===== src/rtl/branch_resolve_queue_if.sv =====
// rtl/branch_resolve_queue_if.sv - Branch FU result ports and resolved-branch output of the branch resolve queue
interface branch_resolve_queue_if #(
  parameter int NUM_BR_FU = 2,
  parameter int B_MASK    = 4,
  parameter int ADDR      = 32
);
  typedef struct packed {
    logic [B_MASK-1:0] bmm;
    logic              bm_mispred;
    logic [ADDR-1:0]   target_pc;
    logic              taken;
  } branch_reg_packet_t;

  logic [NUM_BR_FU-1:0]             fu_valid;
  logic [NUM_BR_FU-1:0][B_MASK-1:0] fu_bmm;
  logic [NUM_BR_FU-1:0][B_MASK-1:0] fu_b_mask;
  logic [NUM_BR_FU-1:0]             fu_is_jump;
  logic [NUM_BR_FU-1:0]             fu_pred_taken;
  logic [NUM_BR_FU-1:0]             fu_actual_taken;
  logic [NUM_BR_FU-1:0][ADDR-1:0]   fu_pred_target;
  logic [NUM_BR_FU-1:0][ADDR-1:0]   fu_actual_target;
  logic                             brq_ready;
  branch_reg_packet_t               branch_completing;

  modport master (
    output fu_valid, fu_bmm, fu_b_mask, fu_is_jump, fu_pred_taken, fu_actual_taken,
           fu_pred_target, fu_actual_target,
    input  brq_ready, branch_completing
  );

  modport slave (
    input  fu_valid, fu_bmm, fu_b_mask, fu_is_jump, fu_pred_taken, fu_actual_taken,
           fu_pred_target, fu_actual_target,
    output brq_ready, branch_completing
  );
endinterface


===== src/rtl/branch_resolve_queue.sv =====
// rtl/branch_resolve_queue.sv - Circular queue of resolved branches, one completion per cycle
// with branch-mask clearing and squash of dependents of a mispredicted branch.
module branch_resolve_queue #(
  parameter int BRQ_DEPTH = 8,
  parameter int NUM_BR_FU = 2,
  parameter int B_MASK    = 4,
  parameter int ADDR      = 32
) (
  input logic                   clock,
  input logic                   reset,
  branch_resolve_queue_if.slave brq
);
  localparam int PTR_W = $clog2(BRQ_DEPTH);
  localparam int CNT_W = PTR_W + 1;

  logic [PTR_W-1:0]     head, tail;
  logic                 full;
  logic [BRQ_DEPTH-1:0] valid;
  logic [BRQ_DEPTH-1:0] e_mispred;
  logic [BRQ_DEPTH-1:0] e_taken;
  logic [B_MASK-1:0]    e_bmm    [BRQ_DEPTH];
  logic [B_MASK-1:0]    e_b_mask [BRQ_DEPTH];
  logic [ADDR-1:0]      e_target [BRQ_DEPTH];

  logic [CNT_W-1:0]     count, count_next, adv, nwr, sel_dist;
  logic [PTR_W-1:0]     sel, scan_idx;
  logic                 found;
  logic [B_MASK-1:0]    res_bmm;
  logic                 res_mis;
  logic                 res_taken;
  logic [ADDR-1:0]      res_target;
  logic [NUM_BR_FU-1:0] in_mis, accept;
  logic [PTR_W-1:0]     wr_idx [NUM_BR_FU];

  // Occupancy counts holes left by squashed entries until head skips past them.
  assign count         = full ? CNT_W'(BRQ_DEPTH) : {1'b0, tail - head};
  assign brq.brq_ready = (count <= CNT_W'(BRQ_DEPTH - NUM_BR_FU));

  always_comb begin
    found    = 1'b0;
    sel      = head;
    sel_dist = '0;
    scan_idx = '0;
    for (int i = BRQ_DEPTH - 1; i >= 0; i--) begin
      scan_idx = head + PTR_W'(i);
      if (valid[scan_idx]) begin
        found    = 1'b1;
        sel      = scan_idx;
        sel_dist = CNT_W'(i);
      end
    end
  end

  assign res_bmm    = found ? e_bmm[sel] : '0;
  assign res_mis    = found & e_mispred[sel];
  assign res_taken  = found & e_taken[sel];
  assign res_target = found ? e_target[sel] : '0;
  assign brq.branch_completing = {res_bmm, res_mis, res_target, res_taken};

  always_comb begin
    nwr = '0;
    for (int p = 0; p < NUM_BR_FU; p++) begin
      in_mis[p] = !brq.fu_is_jump[p] &&
                  ((brq.fu_actual_taken[p] != brq.fu_pred_taken[p]) ||
                   (brq.fu_actual_taken[p] && (brq.fu_actual_target[p] != brq.fu_pred_target[p])));
      accept[p] = brq.fu_valid[p] && !(res_mis && (|(brq.fu_b_mask[p] & res_bmm)));
      wr_idx[p] = tail + nwr[PTR_W-1:0];
      if (accept[p]) nwr = nwr + CNT_W'(1);
    end
    adv        = found ? sel_dist + CNT_W'(1) : count;
    count_next = count - adv + nwr;
  end

  always_ff @(posedge clock) begin
    if (reset) begin
      head  <= '0;
      tail  <= '0;
      full  <= 1'b0;
      valid <= '0;
    end else begin
      head <= found ? sel + PTR_W'(1) : tail;
      tail <= tail + nwr[PTR_W-1:0];
      full <= (count_next == CNT_W'(BRQ_DEPTH));
      for (int j = 0; j < BRQ_DEPTH; j++) begin
        if (valid[j]) begin
          if (found && (PTR_W'(j) == sel)) begin
            valid[j] <= 1'b0;
          end else if (res_mis && (|(e_b_mask[j] & res_bmm))) begin
            valid[j] <= 1'b0;
          end else begin
            e_b_mask[j] <= e_b_mask[j] & ~res_bmm;
          end
        end
      end
      for (int p = 0; p < NUM_BR_FU; p++) begin
        if (accept[p]) begin
          valid[wr_idx[p]]     <= 1'b1;
          e_bmm[wr_idx[p]]     <= brq.fu_bmm[p];
          e_b_mask[wr_idx[p]]  <= brq.fu_b_mask[p] & ~res_bmm;
          e_mispred[wr_idx[p]] <= in_mis[p];
          e_taken[wr_idx[p]]   <= brq.fu_actual_taken[p];
          e_target[wr_idx[p]]  <= brq.fu_actual_target[p];
        end
      end
    end
  end
endmodule


===== src/flat_wrapper.sv =====
// flat-port wrapper written by rule: the top's interface ports become plain ports
module branch_resolve_queue_flat 
#(
  parameter int BRQ_DEPTH = 8,
  parameter int NUM_BR_FU = 2,
  parameter int B_MASK    = 4,
  parameter int ADDR      = 32
)
  (clock, reset, brq_fu_valid, brq_fu_bmm, brq_fu_b_mask, brq_fu_is_jump, brq_fu_pred_taken, brq_fu_actual_taken, brq_fu_pred_target, brq_fu_actual_target, brq_brq_ready, brq_branch_completing);
  branch_resolve_queue_if #(.NUM_BR_FU(NUM_BR_FU), .B_MASK(B_MASK), .ADDR(ADDR)) brq_i ();
  input logic clock;
  input logic reset;
  input wire logic [$bits(brq_i.fu_valid)-1:0] brq_fu_valid;
  input wire logic [$bits(brq_i.fu_bmm)-1:0] brq_fu_bmm;
  input wire logic [$bits(brq_i.fu_b_mask)-1:0] brq_fu_b_mask;
  input wire logic [$bits(brq_i.fu_is_jump)-1:0] brq_fu_is_jump;
  input wire logic [$bits(brq_i.fu_pred_taken)-1:0] brq_fu_pred_taken;
  input wire logic [$bits(brq_i.fu_actual_taken)-1:0] brq_fu_actual_taken;
  input wire logic [$bits(brq_i.fu_pred_target)-1:0] brq_fu_pred_target;
  input wire logic [$bits(brq_i.fu_actual_target)-1:0] brq_fu_actual_target;
  output wire logic [$bits(brq_i.brq_ready)-1:0] brq_brq_ready;
  output wire logic [$bits(brq_i.branch_completing)-1:0] brq_branch_completing;
  assign brq_i.fu_valid = brq_fu_valid;
  assign brq_i.fu_bmm = brq_fu_bmm;
  assign brq_i.fu_b_mask = brq_fu_b_mask;
  assign brq_i.fu_is_jump = brq_fu_is_jump;
  assign brq_i.fu_pred_taken = brq_fu_pred_taken;
  assign brq_i.fu_actual_taken = brq_fu_actual_taken;
  assign brq_i.fu_pred_target = brq_fu_pred_target;
  assign brq_i.fu_actual_target = brq_fu_actual_target;
  assign brq_brq_ready = brq_i.brq_ready;
  assign brq_branch_completing = brq_i.branch_completing;
  branch_resolve_queue #(.BRQ_DEPTH(BRQ_DEPTH), .NUM_BR_FU(NUM_BR_FU), .B_MASK(B_MASK), .ADDR(ADDR)) u_core (.clock(clock), .reset(reset), .brq(brq_i));
endmodule

===== config.mk =====
export PLATFORM = sky130hd
export DESIGN_NAME = branch_resolve_queue_flat
export DESIGN_NICKNAME = d
export VERILOG_FILES = /design/src/rtl/branch_resolve_queue_if.sv /design/src/rtl/branch_resolve_queue.sv /design/src/flat_wrapper.sv
export SDC_FILE = /design/constraint.sdc
export NUM_CORES = 1
export LEC_CHECK = 0
export BUFFER_PORTS_ARGS = -buffer_cell sky130_fd_sc_hd__buf_2
export CAP_MARGIN = 20
export CORE_ASPECT_RATIO = 1.1
export CORE_UTILIZATION = 45
export CTS_BUF_LIST = sky130_fd_sc_hd__clkbuf_4 sky130_fd_sc_hd__clkbuf_8
export DETAILED_ROUTE_END_ITERATION = 16
export HOLD_SLACK_MARGIN = 0.1
export SETUP_SLACK_MARGIN = 0.5
export SYNTH_ARGS = -nofsm -noshare
export SYNTH_HDL_FRONTEND = slang
export SYNTH_SLANG_ARGS = --single-unit

===== constraint.sdc =====
create_clock -name clock -period 9.7 [get_ports clock]
set_clock_uncertainty 0.15 [all_clocks]
set_input_delay 0.485 -clock clock [delete_from_list [all_inputs] [get_ports clock]]
set_output_delay 0.485 -clock clock [all_outputs]
set_load 0.05 [all_outputs]

* After elaboration in Yosys (flattened, before gate mapping)
Memory sizes are Yosys's and may differ from the RTL's.
Index checks and enable logic that the tools add are counted.
** Storage, ports and cells
- Register bits after elaboration :: 31
- Bits in writable memories :: 320
- Bits of input ports :: 154
- Output and inout port bits :: 39
- Memories kept :: 3
** Memories
- u_core.e_target :: depth 8, width 32, read ports 1, clocked after memory_dff 0, write ports 2, line branch_resolve_queue.sv:23 : logic [ADDR-1:0] e_target [BRQ_DEPTH];
- u_core.e_b_mask :: depth 8, width 4, read ports 8, clocked after memory_dff 0, write ports 10, line branch_resolve_queue.sv:22 : logic [B_MASK-1:0] e_b_mask [BRQ_DEPTH];
- u_core.e_bmm :: depth 8, width 4, read ports 1, clocked after memory_dff 0, write ports 2, line branch_resolve_queue.sv:21 : logic [B_MASK-1:0] e_bmm [BRQ_DEPTH];
** Cells by class
- Add/sub/neg operators :: 15
- $lt $le $gt $ge :: 14
- Equal/unequal tests :: 12
- Muxes and demuxes :: 122
- Bitwise gates (word level) :: 25
- Reductions and logical operators :: 43
** Operators by type and width (count)
- 4-bit AND :: 20
- 1-bit two-way mux :: 75
- 8-bit two-way mux :: 9
- 32-bit != test :: 2
- 3-bit two-way mux :: 17
- 3-bit by 4-bit less-than comparator with 1-bit output, second input constant :: 11
- 4-bit OR reduction :: 10
- 8-bit bitwise mux :: 4
- 32-bit two-way mux :: 1
- 1-bit binary-select mux with 3-bit select :: 10
- 1-bit logical AND :: 26
- 4-bit two-way mux :: 4
- 8-bit bitwise OR :: 2
- 3-bit adder, second input constant :: 4
- 3-bit equality test, first input constant :: 4
- 3-bit by 1-bit adder with 3-bit output, second input constant :: 2
- 3-bit by 2-bit adder with 3-bit output, second input constant :: 2
- 1-bit demux with 3-bit select :: 2
- 2-bit by 3-bit equality test with 1-bit output, first input constant :: 2
- 3-bit by 1-bit greater-or-equal comparator with 1-bit output, second input constant :: 2
- 3-bit by 1-bit adder with 4-bit output, second input constant :: 1
- 4-bit adder :: 1
- 4-bit equality test, second input constant :: 1
- 4-bit by 3-bit <= comparator with 1-bit output, second input constant :: 1
- 12 further kinds :: 18

* Depth between registers and ports, before layout
An unclocked memory read counts as a cell.
- Depth after elaboration :: 26
- Mapped depth :: 31
- Mapped depth without buffers :: 24

* Worst setup path after synthesis
No wires, ideal clock.
- Path type :: reg2reg
- Start :: register u_core.head[0]
- End :: memory u_core.e_bmm[1][0] (enable)
- Arrival :: 7.258 ns
- Data required time :: 9.071 ns
- Path slack :: 1.812 ns
- Cell stages (with the launch flop) :: 30
- Period minus slack after synthesis :: 7.888 ns
- Cells stage by stage :: dfxtp_1 -> buf_4 -> buf_6 -> buf_6 -> buf_4 -> inv_1 -> ha_1 -> clkbuf_1 -> mux4_2 -> a22o_1 -> a311oi_1 -> a211oi_1 -> o22a_1 -> buf_4 -> inv_2 -> a221oi_1 -> and4_1 -> or4_4 -> o2bb2a_4 -> a21o_1 -> and2_1 -> ha_1 -> ha_1 -> xnor2_1 -> o2111ai_1 -> o31a_1 -> buf_6 -> buf_2 -> or2_2 -> o21ai_0
** RTL lines
- start, declared :: line branch_resolve_queue.sv:16 : logic [PTR_W-1:0] head, tail;
- start signal, assigned :: line branch_resolve_queue.sv:81 : head <= found ? sel + PTR_W'(1) : tail;
- end, declared :: line branch_resolve_queue.sv:21

==> metrics.md <==
| Metric | Value |
|---|---|
| Post-synth EDFFs | around 340 |
| H-Tree Depth | 2 |
| CP Capture Type | flop |
| Post-layout min period | ~8600 ps |
| Vias in the first global route | ~16000 |
| Antenna Nets Post-Route | 0 |
| Worst hold path class | input port to flop |
| Synth area leaders | edfxtp_1, mux2_2, mux4_2, nand2_1, xor2_1 |
| Worst reg2reg startpoint | u_core.head[1] |
| Die ar. | 48600 um^2 |
| Number of port buffers | approximately 190 |
| Via count | between 15000 and 20000 |
| GP Congestion | 0.925 |
| Most instantiated cells after synthesis | edfxtp_1, mux2_2, nand2_1 |
| Cell with the most instances after synthesis | edfxtp_1 |
| CTS tree | yes |
| Leading area contributor after synthesis | edfxtp_1 |
| Hold Crit Start | brq_fu_actual_target[27] |
| # setup viols final | 0 |
| Total CTS buffers | 60 |
| First-pass GRT wire length | roughly 100000 um |
| Sequential share of the synthesized area | slightly below 50% |
| Placement row count | 83 |
| Hold Path End | u_core.e_target[2][27] |
| R2R cell count | 25 |
| Setup tns final | 0 ps |
| Number of vias per cell | between 6 and 7 |
| Maxcap violations | 0 |
| FF+latch count, synth | 351 |
| Syn. warnings | 0 |
| Layout Nets | approximately 2100 |
| Root Buffer | clkbuf_8 |
| First-pass DRT Iterations | 6 |
| Detailed Place HPWL | 44200 um |
| I/O pins | 193 |
| Die width | 210 um |
| Worst EP required | 9950 ps |
| Largest net degree at the start of global routing | roughly 80 |
| Later-pin clock latency in the skew report | around 680 ps |
| Routed len/inst | 26.6 um |
| Critical path type | flop to flop |
| RR Endpoint | u_core.e_bmm[2][1] |
| Slew headroom | 21.5% |
| DRC viols | 0 |
| Setup bufs post-CTS | 0 |
| F_max | roughly 120 MHz |
| Post-synth top flop | edfxtp_1 |
| Run status | finished, final reports clean |
| Worst path arrival time | a little under 9000 ps |
| Flop2flop setup slack | between 1000 and 1500 ps |
| Total Routing Usage GR | roughly 28% |
| Clock transition at path regs | 60 ps |
| Clock Sinks | between 300 and 400 |
| Synth Instances | around 1700 |
| Die Y | roughly 230 um |
| Hold depth | 2 |
| Core ar. | between 40000 and 50000 um^2 |
| Library cells used by synthesis | approximately 80 |
| Final Hold Fails | 0 |
| Post-synth top area share | a little under half |
| Layout cells sized above 1 | ~37% |
| Avg Inst Size Synth | about 13 um^2 |
| Worst slew pin tran | around 1200 ps |
| Syn Std Cell Area | 21500 um^2 |
| Area growth, synth to finish | 15.2% |
| Pins Over Slew Limit | 0 |
| Deepest clock path buffer count | 3 |
| Final Util | a little over half |
| Critical-path maximum fanout | 34 |
| Total gr overflow | 0 |
| Final period util | roughly nine tenths |
| Starting DRT DRC Count | about 1500 |
| Initial antenna violation count | 1 |
| Syn nets | ~1900 |
| RSZ-0062 raised after global routing | no |
| Starting Density | 45.8% |
| Async set-reset flop share out of synthesis | 0% |
| Post-Route WL | slightly below 70000 um |
| Critical Path Start Type | flop |
| # diodes | 0 |
-- timing repair --
action,in CTS,in global routing
endpoints found under the setup margin,0,3
resized for setup,0,1
hold buffers,77,0
endpoints found under the hold margin,187,0
-- stage by stage --
stage | area, um^2 | setup WS, ps | cells | hold WS (ps)
floorplan | 21500 | 1810 | 1685 | 414
global placement | 22800 | 1450 | 2372 | 482
detailed placement | 22800 | 1200 | 2372 | 501
CTS | 24700 | 947 | 2552 | 100
global route | 24700 | 737 | 2553 | 119
finish | 24700 | 1140 | 2553 | 127
-- layout by cell type, fill, tap and decap left out, types with 29 or more instances in the layout --
master,instances
nor2_1,31
nor3_1,43
clkbuf_8,61
mux4_2,75
buf_2,192
mux2_2,265
dlygate4sd3_1,77
nand2_1,113
mux2_1,30
o31ai_1,29
buf_4,38
a21oi_1,64
edfxtp_1,336
mux2i_1,38
xor2_1,48
-- sequential cells by signal (all words and copies together) (netlist names) --
signal and flops:
u_core.head 3, u_core.e_target 256, u_core.e_taken 8, u_core.e_mispred 8, u_core.e_b_mask 32, u_core.tail 3
u_core.full 1, u_core.e_bmm 32, u_core.valid 8
-- layer usage --
layer | GRT usage [%] | part of all wire [%] | vias up
met5 | 0 | 0.019 | -
met4 | 9.88 | 3.2 | 2
met3 | 3.75 | 6.0 | 123
met2 | 47.2 | 49 | 648
met1 | 37.1 | 42 | 8134
li1 | - | - | 6926
-- logic make-up (layout without fill, tap and decap cells) --
family,count (synthesis),after routing,synth area share [%]
adder cells (fa/ha/maj),23,23,1.48
multiplexers,408,408,25.1
XOR/XNOR,74,74,3.02
buffers and inverters,213,444,4.45
AND/OR/NAND/NOR,351,351,8.78
AO/OA/AOI/OAI,265,265,8.73
flip-flops,351,351,48.4
-- worst max-delay path by stage --
stage | start | endpoint | slack (ps) | cells past startpoint
after global routing | u_core.head[1] | u_core.e_target[5][2] | 740 | 23
final | u_core.head[1] | u_core.e_bmm[2][1] | 1140 | 25
after CTS | u_core.head[0] | u_core.e_target[1][31] | 950 | 23
after detailed placement | u_core.head[0] | u_core.e_target[3][15] | 1200 | 22
after global placement | u_core.head[0] | u_core.e_target[3][17] | 1450 | 22
after floorplan | u_core.head[0] | u_core.e_bmm[1][0] | 1810 | 29
-- critical path: stages, from the launching register on --
cell and delay (ps):
dfxtp_1 300, buf_4 250, inv_1 190, ha_1 580, mux4_2 440, a21oi_1 180
a311oi_1 60, a211oi_1 430, o22a_2 700, buf_4 560, a211oi_1 180, a32oi_1 290
nand3_1 110, and3_1 280, a21o_1 270, and2_1 220, ha_1 190, ha_1 220
xnor2_1 270, o2111ai_1 160, o31a_1 460, buf_6 250, nor3_4 230, buf_4 380
mux2_1 360, dlygate4sd3_1 560
-- cell type report --
type / instances / area, um^2
clock inverter: 18 / 136
tap: 637 / 797
sequential: 351 / 10400
multi-input combinational: 1121 / 10200
clock buffer: 85 / 1020
fill: 4114 / 22100
timing repair buffer: 310 / 2070
inverter: 31 / 116
Power is left out: the tool's default activity adds up to more than one toggle a clock period on the data nets, which glitch-free logic cannot reach.
